--- src/rtl/pipeline_hazard_ctrl.sv ---
`default_nettype none
// ============================================================================
// Module   : pipeline_hazard_ctrl
// Purpose  : Central sequencer for the LC-3b 5-stage pipeline registers
//            (IF_ID, ID_EX, EX_MEM, MEM_WB). Produces each register's Load
//            and Flush plus the PC load from D-mem/I-mem busy, load-use and
//            branch-mispredict events.
// Ports    : Clk, Reset (sync, active-high)
//            iIMemReq/iIMemResp, iDMemReq/iDMemResp   memory handshakes
//            iIdSR1Id/iIdSR2Id/iIdUsesSR1/iIdUsesSR2 decode-stage sources
//            iExDR/iExIsLoad                         ID_EX destination/load
//            iBrMispredict                           MEM-stage mispredict pulse
//            oLoadPC, oLoad{IFID,IDEX,EXMEM,MEMWB}, oFlush{IFID,IDEX,EXMEM,MEMWB}
//            oStallCycles/oFlushEvents               perf counters (PERF_W)
// Config   : HAZARD_PERF_EN defined -> saturating perf counters present,
//            otherwise both counter outputs are tied to zero.
// Revision : 1.0  initial release
// ============================================================================
module pipeline_hazard_ctrl #(
    parameter int REDIRECT_BUBBLES = 1,
    parameter int PERF_W           = 16
) (
    input  logic              Clk,
    input  logic              Reset,
    input  logic              iIMemReq,
    input  logic              iIMemResp,
    input  logic              iDMemReq,
    input  logic              iDMemResp,
    input  logic [2:0]        iIdSR1Id,
    input  logic [2:0]        iIdSR2Id,
    input  logic              iIdUsesSR1,
    input  logic              iIdUsesSR2,
    input  logic [2:0]        iExDR,
    input  logic              iExIsLoad,
    input  logic              iBrMispredict,
    output logic              oLoadPC,
    output logic              oLoadIFID,
    output logic              oLoadIDEX,
    output logic              oLoadEXMEM,
    output logic              oLoadMEMWB,
    output logic              oFlushIFID,
    output logic              oFlushIDEX,
    output logic              oFlushEXMEM,
    output logic              oFlushMEMWB,
    output logic [PERF_W-1:0] oStallCycles,
    output logic [PERF_W-1:0] oFlushEvents
);

    typedef enum logic [1:0] {
        ST_RUN      = 2'd0,
        ST_DSTALL   = 2'd1,
        ST_REDIRECT = 2'd2
    } state_t;

    localparam logic [2:0] C_BUBBLES = 3'(REDIRECT_BUBBLES);

    state_t     r_state_q, w_state_d;
    logic [2:0] r_cnt_q,   w_cnt_d;
    logic       r_pend_q,  w_pend_d;

    logic w_dstall;
    logic w_mis_evt;
    logic w_redirect_act;
    logic w_load_use;
    logic w_istall;

    assign w_dstall  = iDMemReq & ~iDMemResp;
    // A mispredict seen while frozen is held and replayed on the first free cycle.
    assign w_mis_evt = iBrMispredict | r_pend_q;
    // The bubble counter survives a D-mem freeze, so the redirect window can
    // resume out of DSTALL as well as continue in REDIRECT.
    assign w_redirect_act = (r_state_q != ST_RUN) && (r_cnt_q != 3'd0);
    assign w_load_use = iExIsLoad & ((iIdUsesSR1 & (iIdSR1Id == iExDR)) |
                                     (iIdUsesSR2 & (iIdSR2Id == iExDR)));
    assign w_istall   = iIMemReq & ~iIMemResp;

    always_comb begin
        oLoadPC     = 1'b1;
        oLoadIFID   = 1'b1;
        oLoadIDEX   = 1'b1;
        oLoadEXMEM  = 1'b1;
        oLoadMEMWB  = 1'b1;
        oFlushIFID  = 1'b0;
        oFlushIDEX  = 1'b0;
        oFlushEXMEM = 1'b0;
        oFlushMEMWB = 1'b0;
        w_state_d   = ST_RUN;
        w_cnt_d     = r_cnt_q;
        w_pend_d    = r_pend_q;

        if (Reset) begin
            oLoadPC     = 1'b0;
            oFlushIFID  = 1'b1;
            oFlushIDEX  = 1'b1;
            oFlushEXMEM = 1'b1;
            oFlushMEMWB = 1'b1;
            w_cnt_d     = 3'd0;
            w_pend_d    = 1'b0;
        end else if (w_dstall) begin
            oLoadPC    = 1'b0;
            oLoadIFID  = 1'b0;
            oLoadIDEX  = 1'b0;
            oLoadEXMEM = 1'b0;
            oLoadMEMWB = 1'b0;
            w_state_d  = ST_DSTALL;
            w_pend_d   = r_pend_q | iBrMispredict;
        end else if (w_mis_evt) begin
            // Squash everything younger than MEM; MEM_WB keeps the branch.
            oFlushIFID  = 1'b1;
            oFlushIDEX  = 1'b1;
            oFlushEXMEM = 1'b1;
            w_pend_d    = 1'b0;
            w_cnt_d     = C_BUBBLES;
            w_state_d   = (C_BUBBLES != 3'd0) ? ST_REDIRECT : ST_RUN;
        end else if (w_redirect_act) begin
            oFlushIFID = 1'b1;
            w_cnt_d    = r_cnt_q - 3'd1;
            w_state_d  = (w_cnt_d != 3'd0) ? ST_REDIRECT : ST_RUN;
        end else if (w_load_use) begin
            // Hold PC and IF_ID, inject one bubble into ID_EX.
            oLoadPC    = 1'b0;
            oLoadIFID  = 1'b0;
            oFlushIDEX = 1'b1;
        end else if (w_istall) begin
            oLoadPC    = 1'b0;
            oFlushIFID = 1'b1;
        end
    end

    always_ff @(posedge Clk) begin
        r_state_q <= w_state_d;
        r_cnt_q   <= w_cnt_d;
        r_pend_q  <= w_pend_d;
    end

`ifdef HAZARD_PERF_EN
    logic [PERF_W-1:0] r_stall_q, w_stall_d;
    logic [PERF_W-1:0] r_flush_q, w_flush_d;
    logic              w_mis_apply;

    assign w_mis_apply = ~Reset & ~w_dstall & w_mis_evt;

    always_comb begin
        w_stall_d = r_stall_q;
        w_flush_d = r_flush_q;
        if (Reset) begin
            w_stall_d = '0;
            w_flush_d = '0;
        end else begin
            if (!oLoadPC && (r_stall_q != '1)) begin
                w_stall_d = r_stall_q + PERF_W'(1);
            end
            if (w_mis_apply && (r_flush_q != '1)) begin
                w_flush_d = r_flush_q + PERF_W'(1);
            end
        end
    end

    always_ff @(posedge Clk) begin
        r_stall_q <= w_stall_d;
        r_flush_q <= w_flush_d;
    end

    assign oStallCycles = r_stall_q;
    assign oFlushEvents = r_flush_q;
`else
    assign oStallCycles = '0;
    assign oFlushEvents = '0;
`endif

endmodule
`default_nettype wire

--- config.mk ---
export PLATFORM = sky130hd
export DESIGN_NAME = pipeline_hazard_ctrl
export DESIGN_NICKNAME = d
export VERILOG_FILES = /design/src/rtl/pipeline_hazard_ctrl.sv
export SDC_FILE = /design/constraint.sdc
export NUM_CORES = 1
export LEC_CHECK = 0
export ABC_CLOCK_PERIOD_IN_PS = 2700
export CORE_MARGIN = 4
export CORE_UTILIZATION = 25
export DETAILED_ROUTE_END_ITERATION = 6
export GPL_TIMING_DRIVEN = 0
export MAX_ROUTING_LAYER = met4
export PLACE_DENSITY = 0.73
export SETUP_SLACK_MARGIN = 0.05
export SYNTH_ARGS = -nofsm -noshare
export SYNTH_HDL_FRONTEND = slang
export SYNTH_SLANG_ARGS = --single-unit
--- constraint.sdc ---
create_clock -name Clk -period 2.7 [get_ports Clk]
set_input_delay 0.675 -clock Clk [delete_from_list [all_inputs] [get_ports Clk]]
set_output_delay 0.675 -clock Clk [all_outputs]
set_load 0.1 [all_outputs]
==> flow_metrics.py <==
metrics = {
    "hold_path": {
        "holdPathStages": 2,
        "hp-start": "r_cnt_q[1]$_SDFFE_PP0P_",
        "min_to": "r_cnt_q[1]$_SDFFE_PP0P_",
        "hold_path.class": "reg -> reg",
    },
    "logic_synthesis": {
        "ys_types": 30,
        "synth_top_family_by_area": "buffers and inverters",
        "synth-xor-area-share": 0.0835,
        "synth_seq_cells": 6,
        "synth.yosys.seq_area_share": 0.164,
        "synth_ff_type": "dfxtp_1",
        "yosysWarningCount": 0,
        "syn_inst": 92,
        "synth_compound_area_frac": 0.160,
        "syn_avg_cell_area_um2": 7.98,
        "synth-simple-area-share": 0.158,
        "synthArstFlopShare": 0,
        "synthMuxAreaShare": 0,
        "synth_edf_count": 0,
        "netlist_area_um2": 734,
        "synth_fa_ha_area_frac": 0.0511,
    },
    "grt": {
        "grt_pass1_wl_um": 2880,
        "grtUsageTotal": 0.0887,
        "grt_max_degree": 10,
        "antenna_found_initial": 0,
        "grt_pass1_vias": 688,
        "overflow": 0,
    },
    "sta": {
        "timing.final.ws_setup_ps": 37.8,
        "setup_viol": 0,
        "clock_skew_ps": 3.23,
        "period_needed_ps": 2660,
        "relSlewSlack": 0.358,
        "rsz0062_at_grt": "true",
        "final-hold-violation-count": 0,
        "worstMarginPinSlew_ps": 960,
        "max_freq_mhz": 376,
        "maxSlewViolCount": 0,
        "final_min_period_over_clock_period": 0.986,
    },
    "place": {
        "hpwl_um": 1530,
        "io_buffers": 26,
        "pre_cts_ws_ps": -1150,
        "finalWeightedCongestion": 0.763,
    },
    "floorplan": {
        "rows": 19,
        "die-width_um": 62.2,
        "die_h_um": 62.2,
        "coreArea_um2": 2780,
        "start_util": 0.264,
        "dieArea_um2": 3870,
        "io_pins": 60,
    },
    "power": {
        "max-vdd-ir-drop_v": 0.000359,
        "powerDensity_nw_per_um2": 471,
        "total_leakage_power_uw": 0.000665,
    },
    "critical_path": {
        "slowest_delay_ps": 280,
        "path_delay_family": "compound AO/OA/AOI/OAI gates",
        "crit_slowest_cell": "dlygate4sd2_1",
        "reg2regPathDepth": 6,
        "path_cells": "dlygate4sd2_1 -> and2_1 -> a41o_1 -> a211o_1 -> a21oi_4 -> buf_12",
        "r2r-end": "r_cnt_q[1]$_SDFFE_PP0P_",
        "crit_path_max_fanout": 4,
        "rr_startpoint": "r_cnt_q[0]$_SDFFE_PP0P_",
        "startpoint_type": "input pin",
        "path_class": "in -> out",
        "rrSetupSlack_ps": 1010,
        "worstPathRequired_ps": 2030,
        "worst-path-buf-inv": 2,
        "cp.arrival_ps": 1990,
        "end_kind": "output port",
    },
    "clocking": {
        "clk_latency_ps": 240,
        "cts_tree": "built",
        "clkTransAtPathRegs_ps": 40,
        "cts_buffers": 3,
        "cts_hold_buf": 0,
        "clock_path_buffers": 2,
        "root_buffer": "clkbuf_4",
        "cts_max_level": 1,
        "cts_sinks": 6,
    },
    "cells_and_area": {
        "nFillCells": 282,
        "multi_input_comb_area_um2": 522,
        "final_cell_mix": "buf_4 (36), conb_1 (32), dlygate4sd2_1 (11)",
        "layout_commonest_cell": "buf_4",
        "finish.utilization": 0.445,
        "drive_gt1_frac": 0.431,
        "seq_area_um2": 120,
        "nets": 177,
        "area_delta_synth_final_pct": 68.5,
        "diodes": 0,
    },
    "route": {
        "drc_errors": 0,
        "viasPerCell": 3.80,
        "first_pass_iters": 4,
        "routed_wl_um": 1770,
        "drtIter0Drc": 14,
        "vias": 700,
        "wl_per_cell_um": 9.60,
        "antenna_left": 0,
    },
    "run_status": {
        "status": "completed",
    },
    "run": {
        "cap_viol_max_count": 0,
    },
}
[per-layer routing]
metal  vias to the layer above  track usage  share of wire
met3                         0       0.0360           0.11
met5                         -            -              0
met1                       303       0.0880           0.35
li1                        365            -              -
met2                        32        0.166           0.54
met4                         0      0.00813              0
[worst max-delay path by stage]
stage / startpoint / depth (start not counted) / end / slack (ps)
global route: iExIsLoad / 6 / oLoadPC / -20
detailed placement: iDMemResp / 6 / oLoadPC / -1150
finish: iExIsLoad / 6 / oLoadPC / 40
CTS: iExIsLoad / 6 / oLoadPC / 10
floorplan: Reset / 4 / oLoadIDEX / 40
global placement: iDMemResp / 6 / oLoadPC / -1140
[report_power, final]
part           leakage (uW)  internal [uW]  switching (uW)
combinational      0.000602           98.6             307
sequential        0.0000492           93.2            2.16
clock             0.0000138           50.2            31.7
[cell usage after synthesis (all sizes together), types with 2 or more instances]
master	n	share of area
a211o	2	0.024
a21oi	4	0.027
a41o	3	0.041
and2b	2	0.022
buf	35	0.36
dfxtp	6	0.16
ha	3	0.051
inv	3	0.015
nor2	7	0.036
nor2b	2	0.020
o21ai	2	0.014
or2	2	0.017
xnor2	7	0.083
[tightest hold or removal path: stages (launching register included)]
cell	delay, ps
dfxtp_1	300
o21ai_0	70
a21oi_1	60
[what timing repair did]
| action | 4_1_cts | 5_1_grt |
|---|---|---|
| gates resized for setup | 79 | 7 |
| buffers inserted | 2 | 0 |
| cloned | 0 | 0 |
| pin swaps | 11 | 5 |
| setup endpoints to repair | 8 | 6 |
[flip-flops by register name, summed over array words and instances (netlist names)]
name	cells
r_cnt_q	3
r_pend_q	1
r_state_q	2
[layout make-up]
cell class,instances,share of cell area
Buffer,36,0.215
Multi-Input combinational cell,78,0.422
Clock buffer,3,0.0182
Tap cell,31,0.0313
Timing Repair Buffer,27,0.204
Inverter,3,0.0121
Sequential cell,6,0.0971
[cell families after synthesis]
family                     count (synthesis)
AOI/OAI and AO/OA                         16
xor gates and xnor gates                   7
buffers and inverters                     39
DFF                                        6
adders and majority gates                  3
other                                      1
and+or+nand+nor                           20
[metrics by stage]
| step | total power (uW) | hold WS [ps] | TNS, ps | instance area (um2) | cells |
|---|---|---|---|---|---|
| finish | 583 | 486 | 0 | 1240 | 184 |
| global route | 608 | 500 | -22.2 | 1240 | 184 |
| detailed placement | 491 | 481 | -7070 | 1170 | 180 |
| CTS | 582 | 489 | 0 | 1230 | 185 |
| floorplan | 438 | 450 | 0 | 868 | 123 |
| global placement | 487 | 464 | -7010 | 1170 | 180 |
No activity file was read; power rests on OpenSTA's default activity.
